## config.mk

```make
export PLATFORM = sky130hd
export DESIGN_NAME = aes_round_ctrl
export DESIGN_NICKNAME = d
export VERILOG_FILES = /design/src/rtl/aes_round_ctrl.sv
export SDC_FILE = /design/constraint.sdc
export NUM_CORES = 1
export LEC_CHECK = 0
export ABC_AREA = 1
export CAP_MARGIN = 20
export CORE_MARGIN = 2
export CORE_UTILIZATION = 40
export DETAILED_ROUTE_END_ITERATION = 10
export PLACE_DENSITY = 0.68
export SYNTH_ARGS = -nofsm -noshare
export SYNTH_HDL_FRONTEND = slang
export SYNTH_SLANG_ARGS = --single-unit
```

## constraint.sdc

```tcl
create_clock -name clk_i -period 2 [get_ports clk_i]
set_clock_uncertainty 0.2 [all_clocks]
set_input_delay 0.6 -clock clk_i [delete_from_list [all_inputs] [get_ports clk_i]]
set_output_delay 0.6 -clock clk_i [all_outputs]
set_load 0.02 [all_outputs]
```

## src/rtl/aes_round_ctrl.sv

```systemverilog
// aes_round_ctrl
// Sequencing controller for the iterative AES-128 datapath. It accepts one
// block on a valid/ready handshake. It then issues one load cycle and NR
// round cycles. Completion is offered to the output stage on valid/yumi.
//
// Parameters:
//   NR             number of rounds, 10..14 (fits the 4-bit round field)
// Ports:
//   clk_i          clock, rising edge
//   reset_i        asynchronous active-high reset
//   start_v_i      block valid from the input stage
//   start_ready_o  controller idle and able to accept a block
//   abort_i        synchronous abort back to idle (drops the current block)
//   load_o         load plaintext/key and apply the initial AddRoundKey
//   round_en_o     datapath performs one round this cycle
//   key_en_o       key schedule advances this cycle (same as round_en_o)
//   final_round_o  last round; MixColumns is bypassed
//   round_o        current round number (0 in idle/load, NR while done)
//   rcon_o         round constant for the key schedule (0 outside rounds)
//   busy_o         load or round phase in progress
//   done_v_o       ciphertext valid at the datapath output
//   done_yumi_i    downstream consumed the result
module aes_round_ctrl #(
  parameter int unsigned NR = 10
) (
  input  logic       clk_i,
  input  logic       reset_i,
  input  logic       start_v_i,
  output logic       start_ready_o,
  input  logic       abort_i,
  output logic       load_o,
  output logic       round_en_o,
  output logic       key_en_o,
  output logic       final_round_o,
  output logic [3:0] round_o,
  output logic [7:0] rcon_o,
  output logic       busy_o,
  output logic       done_v_o,
  input  logic       done_yumi_i
);

  localparam logic [3:0] LAST_ROUND = 4'(NR);

  typedef enum logic [1:0] {
    S_IDLE,
    S_LOAD,
    S_ROUND,
    S_DONE
  } state_e;

  state_e     state;
  logic [3:0] round_q;
  logic [7:0] rcon_q;

  // Multiply by x in GF(2^8) modulo the AES polynomial.
  function automatic logic [7:0] xtime(input logic [7:0] x);
    return {x[6:0], 1'b0} ^ (x[7] ? 8'h1b : 8'h00);
  endfunction

  // Abort is checked before the per-state decisions. This gives it priority
  // over start, over the round advance and over yumi.
  always_ff @(posedge clk_i or posedge reset_i) begin
    if (reset_i) begin
      state   <= S_IDLE;
      round_q <= '0;
      rcon_q  <= 8'h01;
    end else if (abort_i) begin
      state   <= S_IDLE;
      round_q <= '0;
      rcon_q  <= 8'h01;
    end else begin
      case (state)
        S_IDLE: begin
          if (start_v_i) begin
            state <= S_LOAD;
          end
        end
        S_LOAD: begin
          state   <= S_ROUND;
          round_q <= 4'd1;
          rcon_q  <= 8'h01;
        end
        S_ROUND: begin
          if (round_q == LAST_ROUND) begin
            state <= S_DONE;
          end else begin
            round_q <= round_q + 4'd1;
            rcon_q  <= xtime(rcon_q);
          end
        end
        S_DONE: begin
          if (done_yumi_i) begin
            state   <= S_IDLE;
            round_q <= '0;
            rcon_q  <= 8'h01;
          end
        end
        default: begin
          state <= S_IDLE;
        end
      endcase
    end
  end

  // Every output is decoded from the state, round and rcon registers only.
  // No input reaches an output through a combinational path.
  always_comb begin
    start_ready_o = (state == S_IDLE);
    load_o        = (state == S_LOAD);
    round_en_o    = (state == S_ROUND);
    key_en_o      = (state == S_ROUND);
    final_round_o = (state == S_ROUND) && (round_q == LAST_ROUND);
    round_o       = ((state == S_ROUND) || (state == S_DONE)) ? round_q : '0;
    rcon_o        = (state == S_ROUND) ? rcon_q : 8'h00;
    busy_o        = (state == S_LOAD) || (state == S_ROUND);
    done_v_o      = (state == S_DONE);
  end

endmodule
```

==> key figures <==
Placed design
  • Number of I/O port buffers: 23
  • Final HPWL DP: 1.58 mm
  • RePlAce Congestion: 0.749

Global routing
  • Antenna violations before repair: 0
  • GR Util All Layers: 0.200
  • Wire length of the first global-routing pass: 3.95 mm
  • Largest net degree at the start of global routing: 15
  • Gr ovfl total: 0
  • Vias in the first global route: 938

Worst setup path
  • Cell count of the worst reg-to-reg path: 11
  • Crit path DAT: 1440 ps
  • Req. time, crit path: 1200 ps
  • WS Path Type: reg -> out
  • Slack of the worst reg-to-reg path: 100 ps
  • Reg-to-Reg End: rcon_q[6]
  • RR Startpoint: state[0]
  • Crit path max fanout: 6
  • CP Launch Type: register
  • Worst setup EP type: output port

Detailed routing
  • Avg Vias per Cell: 4.62
  • DRC viols: 0
  • Detailed-route via count: 993
  • DR WL/cell: 11.7 µm
  • Post-route ant nets: 0
  • Total routed wirelength: 2.51 mm
  • Pre-Repair DR Iteration Count: 4
  • Violation count after the first detailed-route iteration: 13

Timing
  • Final hold violations: 0
  • Slew Limit Headroom: 0.836
  • RSZ-0062 raised after global routing: true
  • Least-Margin Pin Slew: 245 ps
  • Final Max Slew Viols: 0
  • Fmax: 446 MHz
  • Setup-failing EPs final: 18
  • Fin crit share: 1.12
  • Final hold slack: 310 ps
  • Final Worst Setup Slack: -242 ps
  • Post-layout min period: 2240 ps

Synth
  • Area share of the largest cell type after synthesis: 0.344
  • Leading area contributor after synthesis: dfrtp_1
  • Synth unique cells: 23
  • Cell Area, Synth: 945 µm²
  • Seq cells post-synth: 14
  • Synth Net Count: 139
  • Synth cell count leaders: nand2_1, inv_1, dfrtp_1
  • Most common cell in the netlist: nand2_1
  • Syn Inst Count: 127
  • Syn avg cell area: 7.44 µm²
  • Number of synthesized flops with an enable pin: 0
  • Synth Flop Type: dfrtp_1
  • Dominant cells by area after synthesis: dfrtp_1, nand2_1, ha_1
  • Register area share after synthesis: 0.372
  • Ys Warns: 0
  • Post-synthesis async set-or-reset flop share: 1.00

Min path
  • Hold Startpoint: rcon_q[1]
  • Worst min-delay path category: reg -> reg
  • WHS Path Cells: 2
  • Hold EP: rcon_q[1]

Pwr
  • Comb pwr share: 0.665
  • Clock power frac: 0.126
  • Leakage: 0.000938 µW
  • Switching power: 726 µW
  • Max IR drop VDD: 1.11 mV
  • Flop pwr share: 0.210
  • Switching Share: 0.409
  • Pint: 1050 µW
  • PD cells: 1110 nW/µm²

Clocking
  • Htree depth: 1
  • CTS buffer count: 3
  • Clock transition at the registers of the reported paths: 100 ps
  • Max clock buf depth: 2
  • Clock latency on the worst-skew pair: 300 ps
  • Sink Count: 14
  • CTS tree: built
  • Clk root buf: clkbuf_4

Finish
  • Area Growth Syn to Fin: 70.1%
  • Ant. Diodes: 0
  • Final core occ: 0.726
  • Ratio of cells with drive above 1 in the final layout: 0.508
  • Nets: 200

Outcome
  • Status: finished, violations left
  • Failing checks: negative setup slack

Floorplan
  • Overall die area: 2770 µm²
  • Die Y: 52.6 µm
  • Die Span X: 52.6 µm
  • Cell row count: 17
  • Effective utilization at floorplan: 0.427
  • Core Region: 2210 µm²
  • Ports: 24

Flow run
  • Number of max-cap violations: 0
-- flip-flops by register name, summed over array words and instances, names as in the netlist --
register  count
state         2
round_q       4
rcon_q        8
-- critical path, cell delays in order, from the launching register on --
cell and delay, ps:
dfrtp_2 450, ha_4 200, buf_6 130, nor2_4 140
nor2_1 70, buf_4 150
-- per-stage QoR --
step / instance area [µm²] / power (µW) / TNS, ps / instances / worst slack (ps)
floorplan: 957 / 889 / 0 / 127 / 31.7
global placement: 1380 / 1240 / -4870 / 199 / -306
detailed placement: 1380 / 1250 / -6110 / 199 / -345
CTS: 1520 / 1650 / -3140 / 212 / -266
global route: 1610 / 1880 / -3890 / 215 / -292
finish: 1610 / 1780 / -2990 / 215 / -242
-- worst max-delay path by stage --
| stage | startpoint | to | slack [ps] | cells past startpoint |
|---|---|---|---|---|
| final | state[1] | round_o[2] | -240 | 5 |
| after floorplan | state[1] | round_o[0] | 30 | 3 |
| after detailed placement | state[0] | final_round_o | -350 | 5 |
| after global placement | state[0] | final_round_o | -310 | 5 |
| after global routing | state[1] | round_o[0] | -290 | 5 |
| after CTS | state[0] | round_o[0] | -270 | 6 |
-- logic make-up after synthesis --
logic type | after synthesis | synth area share
adders and majority gates | 7 | 0.0927
and+or+nand+nor | 66 | 0.317
AOI/OAI and AO/OA | 10 | 0.0609
xor gates and xnor gates | 3 | 0.0278
buffers and inverters | 27 | 0.130
DFF | 14 | 0.372
-- cell usage in the layout, fill, tap and decap left out, types with 2 or more instances in the layout --
| cell | n |
|---|---|
| ha_1 | 3 |
| nand4_1 | 2 |
| ha_4 | 3 |
| nand3_1 | 6 |
| buf_4 | 37 |
| inv_1 | 11 |
| o21ai_2 | 2 |
| buf_6 | 17 |
| nand3_2 | 2 |
| nor2_1 | 7 |
| nand2_4 | 5 |
| nor2_2 | 3 |
| clkdlybuf4s50_1 | 4 |
| dfrtp_1 | 12 |
| o21ai_0 | 7 |
| nand2_2 | 3 |
| inv_2 | 11 |
| nand2_1 | 35 |
| clkbuf_4 | 3 |
| xor2_1 | 3 |
-- layer usage --
layer / vias up / track usage / part of all wire
met4: 0 / 0.0897 / 0.017
met3: 5 / 0.0343 / 0.019
met2: 10 / 0.363 / 0.52
met1: 474 / 0.225 / 0.44
met5: - / 0 / 0
li1: 504 / - / -
-- power by group through the flow --
stage / sequential (µW) / combinational, µW / clock (µW)
2_1_floorplan: 382 / 507 / 0
3_3_place_gp: 371 / 866 / 0
3_5_place_dp: 376 / 879 / 0
4_1_cts: 372 / 1050 / 221
5_1_grt: 379 / 1260 / 237
6_report: 373 / 1180 / 223
-- cell type report --
| cell class | instances | area (µm²) |
|---|---|---|
| Fill cell | 170 | 606 |
| Multi-Input combinational cell | 86 | 551 |
| Timing Repair Buffer | 61 | 549 |
| Sequential cell | 14 | 353 |
| Inverter | 22 | 82.6 |
| Clock buffer | 4 | 36.3 |
| Tap cell | 28 | 35.0 |
-- repair_timing --
action / 4_1_cts / 5_1_grt
gates resized for setup: 113 / 23
buffers inserted: 9 / 4
endpoints found under the setup margin: 19 / 30
hold buffers: 0 / 0
pin swaps: 6 / 4
gates cloned: 0 / 0
Note: power is estimated with default switching activity, not from simulation.
